==> src/rtl/eyeriss_cfg_pkg.sv <==
// Configuration scan-chain layout shared by the loader and the chain itself.
// cfg_data packs fields MSB-first from H down to t; H sits at the scan_in end.
package eyeriss_cfg_pkg;

    localparam int H_WIDTH = 8;
    localparam int W_WIDTH = 8;
    localparam int R_WIDTH = 4;
    localparam int S_WIDTH = 4;
    localparam int E_WIDTH = 8;
    localparam int F_WIDTH = 8;
    localparam int C_WIDTH = 10;
    localparam int M_WIDTH = 10;
    localparam int N_WIDTH = 6;
    localparam int U_WIDTH = 3;
    localparam int m_WIDTH = 6;
    localparam int n_WIDTH = 4;
    localparam int e_WIDTH = 4;
    localparam int p_WIDTH = 3;
    localparam int q_WIDTH = 2;
    localparam int r_WIDTH = 2;
    localparam int t_WIDTH = 2;

    localparam int CHAIN_LEN = H_WIDTH + W_WIDTH + R_WIDTH + S_WIDTH + E_WIDTH
                             + F_WIDTH + C_WIDTH + M_WIDTH + N_WIDTH + U_WIDTH
                             + m_WIDTH + n_WIDTH + e_WIDTH + p_WIDTH + q_WIDTH
                             + r_WIDTH + t_WIDTH;

    // t is shifted in first, so it occupies the low end of cfg_data.
    localparam int t_LSB = 0;
    localparam int r_LSB = t_LSB + t_WIDTH;
    localparam int q_LSB = r_LSB + r_WIDTH;
    localparam int p_LSB = q_LSB + q_WIDTH;
    localparam int e_LSB = p_LSB + p_WIDTH;
    localparam int n_LSB = e_LSB + e_WIDTH;
    localparam int m_LSB = n_LSB + n_WIDTH;
    localparam int U_LSB = m_LSB + m_WIDTH;
    localparam int N_LSB = U_LSB + U_WIDTH;
    localparam int M_LSB = N_LSB + N_WIDTH;
    localparam int C_LSB = M_LSB + M_WIDTH;
    localparam int F_LSB = C_LSB + C_WIDTH;
    localparam int E_LSB = F_LSB + F_WIDTH;
    localparam int S_LSB = E_LSB + E_WIDTH;
    localparam int R_LSB = S_LSB + S_WIDTH;
    localparam int W_LSB = R_LSB + R_WIDTH;
    localparam int H_LSB = W_LSB + W_WIDTH;

    typedef enum logic [1:0] {
        IDLE,
        SHIFT,
        DONE
    } loader_state_t;

endpackage

==> src/rtl/scan_chain_loader.sv <==
// Serialises one configuration word into the scan chain while capturing the
// previous chain contents as a parallel readback word.
module scan_chain_loader
    import eyeriss_cfg_pkg::*;
(
    input  logic                 clk,
    input  logic                 reset,
    input  logic                 cfg_valid,
    output logic                 cfg_ready,
    input  logic [CHAIN_LEN-1:0] cfg_data,
    output logic                 scan_en,
    output logic                 scan_in,
    input  logic                 scan_out,
    output logic [CHAIN_LEN-1:0] rd_data,
    output logic                 rd_valid,
    output logic                 busy,
    output logic                 cfg_loaded
);

    localparam int CNT_WIDTH = $clog2(CHAIN_LEN + 1);
    localparam logic [CNT_WIDTH-1:0] CNT_LAST = CNT_WIDTH'(CHAIN_LEN - 1);
    localparam logic [CNT_WIDTH-1:0] CNT_FULL = CNT_WIDTH'(CHAIN_LEN);

    loader_state_t          state_q, state_d;
    logic [CNT_WIDTH-1:0]   cnt_q, cnt_d;
    logic [CHAIN_LEN-1:0]   sreg_q, sreg_d;
    logic [CHAIN_LEN-1:0]   cap_q, cap_d;
    logic [CHAIN_LEN-1:0]   rd_data_q, rd_data_d;
    logic                   scan_en_q, scan_en_d;
    logic                   scan_in_q, scan_in_d;
    logic                   cfg_loaded_q, cfg_loaded_d;

    always_ff @(posedge clk or posedge reset) begin
        if (reset) begin
            state_q      <= IDLE;
            cnt_q        <= '0;
            sreg_q       <= '0;
            cap_q        <= '0;
            rd_data_q    <= '0;
            scan_en_q    <= 1'b0;
            scan_in_q    <= 1'b0;
            cfg_loaded_q <= 1'b0;
        end else begin
            state_q      <= state_d;
            cnt_q        <= cnt_d;
            sreg_q       <= sreg_d;
            cap_q        <= cap_d;
            rd_data_q    <= rd_data_d;
            scan_en_q    <= scan_en_d;
            scan_in_q    <= scan_in_d;
            cfg_loaded_q <= cfg_loaded_d;
        end
    end

    always_comb begin
        state_d      = state_q;
        cnt_d        = cnt_q;
        sreg_d       = sreg_q;
        cap_d        = cap_q;
        rd_data_d    = rd_data_q;
        scan_en_d    = scan_en_q;
        scan_in_d    = scan_in_q;
        cfg_loaded_d = cfg_loaded_q;

        case (state_q)
            IDLE: begin
                if (cfg_valid) begin
                    state_d   = SHIFT;
                    sreg_d    = cfg_data;
                    cnt_d     = '0;
                    scan_en_d = 1'b1;
                    scan_in_d = cfg_data[0];
                end
            end
            SHIFT: begin
                // scan_en is high throughout SHIFT, so every edge here shifts the chain.
                cap_d  = {scan_out, cap_q[CHAIN_LEN-1:1]};
                sreg_d = sreg_q >> 1;
                cnt_d  = (cnt_q == CNT_FULL) ? cnt_q : cnt_q + 1'b1;
                if (cnt_q == CNT_LAST) begin
                    state_d      = DONE;
                    scan_en_d    = 1'b0;
                    scan_in_d    = 1'b0;
                    rd_data_d    = cap_d;
                    cfg_loaded_d = 1'b1;
                end else begin
                    scan_in_d = sreg_q[1];
                end
            end
            DONE: begin
                state_d = IDLE;
            end
            default: begin
                state_d = IDLE;
            end
        endcase
    end

    assign cfg_ready  = (state_q == IDLE);
    assign busy       = (state_q != IDLE);
    assign rd_valid   = (state_q == DONE);
    assign rd_data    = rd_data_q;
    assign scan_en    = scan_en_q;
    assign scan_in    = scan_in_q;
    assign cfg_loaded = cfg_loaded_q;

endmodule

==> config.mk <==
export PLATFORM = sky130hd
export DESIGN_NAME = scan_chain_loader
export DESIGN_NICKNAME = d
export VERILOG_FILES = /design/src/rtl/eyeriss_cfg_pkg.sv /design/src/rtl/scan_chain_loader.sv
export SDC_FILE = /design/constraint.sdc
export NUM_CORES = 1
export LEC_CHECK = 0
export BUFFER_PORTS_ARGS = -buffer_cell sky130_fd_sc_hd__buf_2
export CAP_MARGIN = 20
export CORE_AREA = 2 2 154 156
export CTS_CLUSTER_SIZE = 25
export DETAILED_ROUTE_END_ITERATION = 8
export DIE_AREA = 0 0 156 158
export PLACE_DENSITY = 0.73
export SKIP_CTS_REPAIR_TIMING = 1
export SKIP_LAST_GASP = 1
export SLEW_MARGIN = 20
export SYNTH_ARGS = -nofsm -noshare
export SYNTH_HDL_FRONTEND = slang
export SYNTH_SLANG_ARGS = --single-unit
==> constraint.sdc <==
create_clock -name clk -period 9.2 [get_ports clk]
set_clock_uncertainty 0.05 [all_clocks]
set_input_delay 0.92 -clock clk [delete_from_list [all_inputs] [get_ports clk]]
set_output_delay 0.92 -clock clk [all_outputs]
set_load 0.005 [all_outputs]
Word-level counts from Yosys, hierarchy flattened
Index checks and enable logic that the tools add are counted.
W data, S select, Z words.
- register bits after elaboration: 288
- input bits: 96
- output and inout bits: 98
- $add $sub $neg: 1
- equal/unequal tests: 7
- mux-type cells: 14
- reductions and logical operators: 8
- operator list (kind ; count):
    $pmux W92 S2 ; 1
    $mux W92 ; 1
    $eq A7 B7 Y1 const B ; 2
    $mux W7 ; 2
    $pmux W7 S2 ; 1
    $add A7 B1 Y7 const B ; 1
    $ne A2 B2 Y1 const B ; 3
    $reduce_and A2 Y1 ; 3
    $reduce_and A3 Y1 ; 2
    $mux W1 ; 4
    $mux W2 ; 2
    $pmux W1 S2 ; 2
    $pmux W2 S2 ; 1
    $reduce_bool A2 Y1 ; 2
    $eq A2 B1 Y1 const B ; 1
    $eq A2 B2 Y1 const B ; 1
    $logic_not A2 Y1 ; 1

Logic depth before layout (Yosys ltp)
- word-level depth: 3
- depth in mapped cells: 6
- mapped depth without buffers: 5

Least setup slack after synthesis
Ideal clock, no wire load.
- path type: input to register
- from: input port cfg_valid
- to: register sreg_q[5]
- library setup time: 134 ps
- arrival time: 1969 ps
- path slack: 7047 ps
- cell stages on the path: 6
- cell sequence: nor3b_1 > clkbuf_1 > buf_4 > buf_2 > mux2i_1 > o21ai_0
- word-level cells in the longest chain between the ends: 2
- RTL lines (element ; RTL line ; source):
    from (decl) ; scan_chain_loader.sv:8 ; input logic cfg_valid,
    $ne A2 B2 Y1 (no line) ; n/a ;
    $reduce_and A2 Y1 (no line) ; n/a ;
    to (signal assigned) ; scan_chain_loader.sv:46 ; sreg_q <= sreg_d;
    to (decl) ; scan_chain_loader.sv:26 ; logic [CHAIN_LEN-1:0] sreg_q, sreg_d;
Every way passes these cells.
A chain may end at the register's enable or synchronous reset.

Worst setup path in the final report
- from: register state_q[0]
- to: register rd_data_q[69], in the netlist rd_data[69]
- word-level cells in the longest chain between the ends: 2
- RTL lines (element ; RTL line ; source):
    from (decl) ; scan_chain_loader.sv:24 ; loader_state_t state_q, state_d;
    from (signal assigned) ; scan_chain_loader.sv:44 ; state_q <= state_d;
    $eq A2 B1 Y1 ; scan_chain_loader.sv:65 ; case (state_q)
    $reduce_and A2 Y1 (no line) ; n/a ;
    to (signal assigned) ; scan_chain_loader.sv:48 ; rd_data_q <= rd_data_d;
    to (decl) ; scan_chain_loader.sv:28 ; logic [CHAIN_LEN-1:0] rd_data_q, rd_data_d;
Every way passes these cells.

==> summary.md <==
| Metric | Value |
|---|---|
| Run status | `complete, no violations` |
| Die H | `158 um` |
| CP Class | `reg -> reg` |
| FF-to-FF setup slack | `between 5 and 6 ns` |
| Syn_area_per_cell | `between 10 and 15 um^2` |
| CTS root buffer | `clkbuf_16` |
| CP peak stage delay | `between 0.6 and 0.7 ns` |
| Post-Syn Instances | `between 1000 and 1500` |
| CTS tree | `done` |
| Largest net degree at the start of global routing | `around 130` |
| Gpl congestion | `approximately 0.78` |
| DRT Wirelength | `23.0 mm` |
| Worst rel slew slack | `between 30% and 40%` |
| TritonCTS buffer count | `31` |
| Detailed Place HPWL | `between 10 and 15 mm` |
| Overflow after GRT | `0` |
| Die W | `around 160 um` |
| First-pass GRT wire length | `38.3 mm` |
| Critical path peak fanout | `47` |
| Setup TNS Final | `0 ns` |
| Clk_lat worst skew | `0.53 ns` |
| Vias | `around 7800` |
| H-tree Lvls | `1` |
| Pleak | `a little over 0.007 uW` |
| CP Buf/Inv Count | `2` |
| Peak supply drop | `0.136 mV` |
| Setup-failing EPs final | `0` |
| Post-route ant nets | `0` |
| Vias per std cell | `5.11` |
| Number of port buffers | `about 190` |
| Synthesized area | `11600 um^2` |
| R2R depth | `5` |
| Pre-Repair DR Iteration Count | `5` |
| Min Hold Slack | `~0.42 ns` |
| Worst setup SP type | `flip-flop` |
| Vias in the first global route | `between 7000 and 8000` |
| Final hold vios | `0` |
| Crit path time final | `~3.4 ns` |
| Top-area cell type share of the netlist area | `about three fifths` |
| Crit path max-delay cell type | `dfrtp_1` |
| Area grow syn2layout | `19.4%` |
| PnR worst setup slack | `5.80 ns` |
| Period utilisation layout | `between 30 and 40%` |
| Post-Syn Nets | `between 1000 and 1500` |
| Maximum clock rate | `between 0.2 and 0.3 GHz` |
| Worst path top cell family by delay | `buffers and inverters` |
| Synth warn | `0` |
| Slew @ Worst Pin | `slightly above 1 ns` |
| Synth area leader | `dfrtp_1` |
| Max Root-Sink Buffers | `3` |
| Place WS | `5.23 ns` |
| Seq/Total Area, Yosys | `61.7%` |
| Boundary Pins | `194` |
| Setup crit end kind | `flip-flop` |
| Gr usage total | `18.8%` |
| Core area | `23100 um^2` |
| Unrepaired setup endpoints after global routing | `false` |
| Starting density of the core | `around half` |
| Crit path DAT | `between 3 and 4 ns` |
| Fin nets | `~1300` |
| Layout cell share with drive strength beyond 1 | `between 20% and 30%` |
| Yosys reg bits | `about 290` |
| Most common cell on crit path | `buf_4` |
| WL/cell | `15.0 um` |
| Residual DRC | `0` |
| Max Cap Viol | `0` |
| Sink Count | `286` |
| Unique cell type count in the Yosys netlist | `36` |
| Die area | `between 20000 and 25000 um^2` |
| Top post-synthesis cells by area | `dfrtp_1 62%, nand2_1 12%, mux2i_1 7.9%, mux2_1 4.6%, mux2_2 4.5%` |
| Core Util, Final | `between 60% and 70%` |
| Row cnt | `56` |
| Worst hold path class | `reg -> reg` |
| PwrDens | `between 200 and 300 nW/um^2` |
| ANT cells | `0` |
| Starting DRT DRC Count | `547` |
| Cells along the critical path | `nand2b_4 > nor4_4 > buf_4 > buf_4 > mux2_2` |
| Slew Limit Fails | `0` |
| Hold Path Depth | `1` |
| Clk pin slew, worst setup/hold paths | `~0.060 ns` |
| Number of cells on the critical path | `5` |
| Initial antenna violation count | `0` |
| CP required | `around 9.6 ns` |
[report_power, final]
| part | internal [uW] | leakage (uW) | switching [uW] | total (uW) |
|---|---|---|---|---|
| logic | 318 | 0.00281 | 499 | 817 |
| clock network | 827 | 0.000541 | 479 | 1310 |
| registers | 1550 | 0.00385 | 193 | 1750 |
| total | 2700 | 0.00721 | 1170 | 3870 |
[layout make-up]
| cell class | count | area [um^2] |
|---|---|---|
| well taps | 290 | 363 |
| repair buffers | 203 | 1060 |
| fillers | 1897 | 9200 |
| inverters | 7 | 33.8 |
| flip-flops and latches | 286 | 7160 |
| clock buffers | 40 | 870 |
| clock inverters | 13 | 219 |
| multi-input cells | 692 | 4150 |
[metal layers]
metal | share of wire, % | wire length (um) | track usage [%] | vias up
met1 | 46 | 10600 | 27.1 | 3784
met3 | 7.4 | 1690 | 4.82 | 32
met4 | 1.4 | 315 | 3.76 | 0
met5 | 0 | 0 | 0 | -
met2 | 45 | 10400 | 29.1 | 192
li1 | - | - | - | 3822
[registers in the layout (all words and copies together), names as in the netlist]
name,count
cnt_q,7
cfg_loaded,1
cap_q,91
scan_en,1
sreg_q,91
scan_in,1
state_q,2
rd_data,92
[through the flow]
| step | cells | area (um^2) | power (uW) |
|---|---|---|---|
| global route | 1531 | 13900 | 4140 |
| CTS | 1530 | 13800 | 3910 |
| floorplan | 1049 | 11600 | 2350 |
| detailed placement | 1477 | 12700 | 2590 |
| global placement | 1477 | 12700 | 2550 |
| finish | 1531 | 13900 | 3870 |
[final timing paths]
path / from / end
min reg2reg: cfg_loaded / cfg_loaded
max: state_q[0] / rd_data[69]
max reg2reg: state_q[0] / rd_data[69]
min in group asynchronous: reset / sreg_q[10]
max in group asynchronous: reset / cap_q[67]
min: cfg_loaded / cfg_loaded
[cells in the mapped netlist, drive strengths merged]
cell type and instances:
or3b 1, a2111o 1, nand2 375, nor4 1, nor3 3, ha 2, dfrtp 286, and3b 1
or4 1, a211o 1, a31oi 1, o21bai 3, mux2i 91, mux2 93, a211oi 1, nor2 3
buf 24, nand2b 2, a311oi 1, nand3 5, and4b 1, o22ai 1, nor2b 1, a21oi 3
o21ai 91, clkbuf 40, or2 1, nand4b 1, o311ai 1, nor3b 1, inv 7, o211ai 4
or4b 1
[kinds of logic (layout without fill, tap and decap cells)]
family / Yosys count / in the layout / synth area share (%)
mux: 184 / 184 / 16.9
buf+inv: 71 / 263 / 2.69
compound gates: 108 / 108 / 5.01
fa+ha+maj: 2 / 2 / 0.216
simple gates: 398 / 398 / 13.5
flops: 286 / 286 / 61.7
[cell usage in the layout, fill, tap and decap left out, types with 2 or more instances in the layout]
| master | count |
|---|---|
| a21oi_1 | 3 |
| buf_2 | 193 |
| buf_4 | 9 |
| bufinv_16 | 6 |
| clkbuf_1 | 3 |
| clkbuf_16 | 31 |
| clkbuf_8 | 6 |
| clkinv_2 | 6 |
| dfrtp_1 | 286 |
| ha_1 | 2 |
| inv_1 | 6 |
| mux2_1 | 47 |
| mux2_2 | 46 |
| mux2i_1 | 91 |
| nand2_1 | 375 |
| nand3_1 | 5 |
| nor2_1 | 3 |
| nor3_1 | 3 |
| o211ai_1 | 4 |
| o21ai_0 | 91 |
| o21bai_1 | 3 |
No activity file was read; power rests on OpenSTA's default activity.
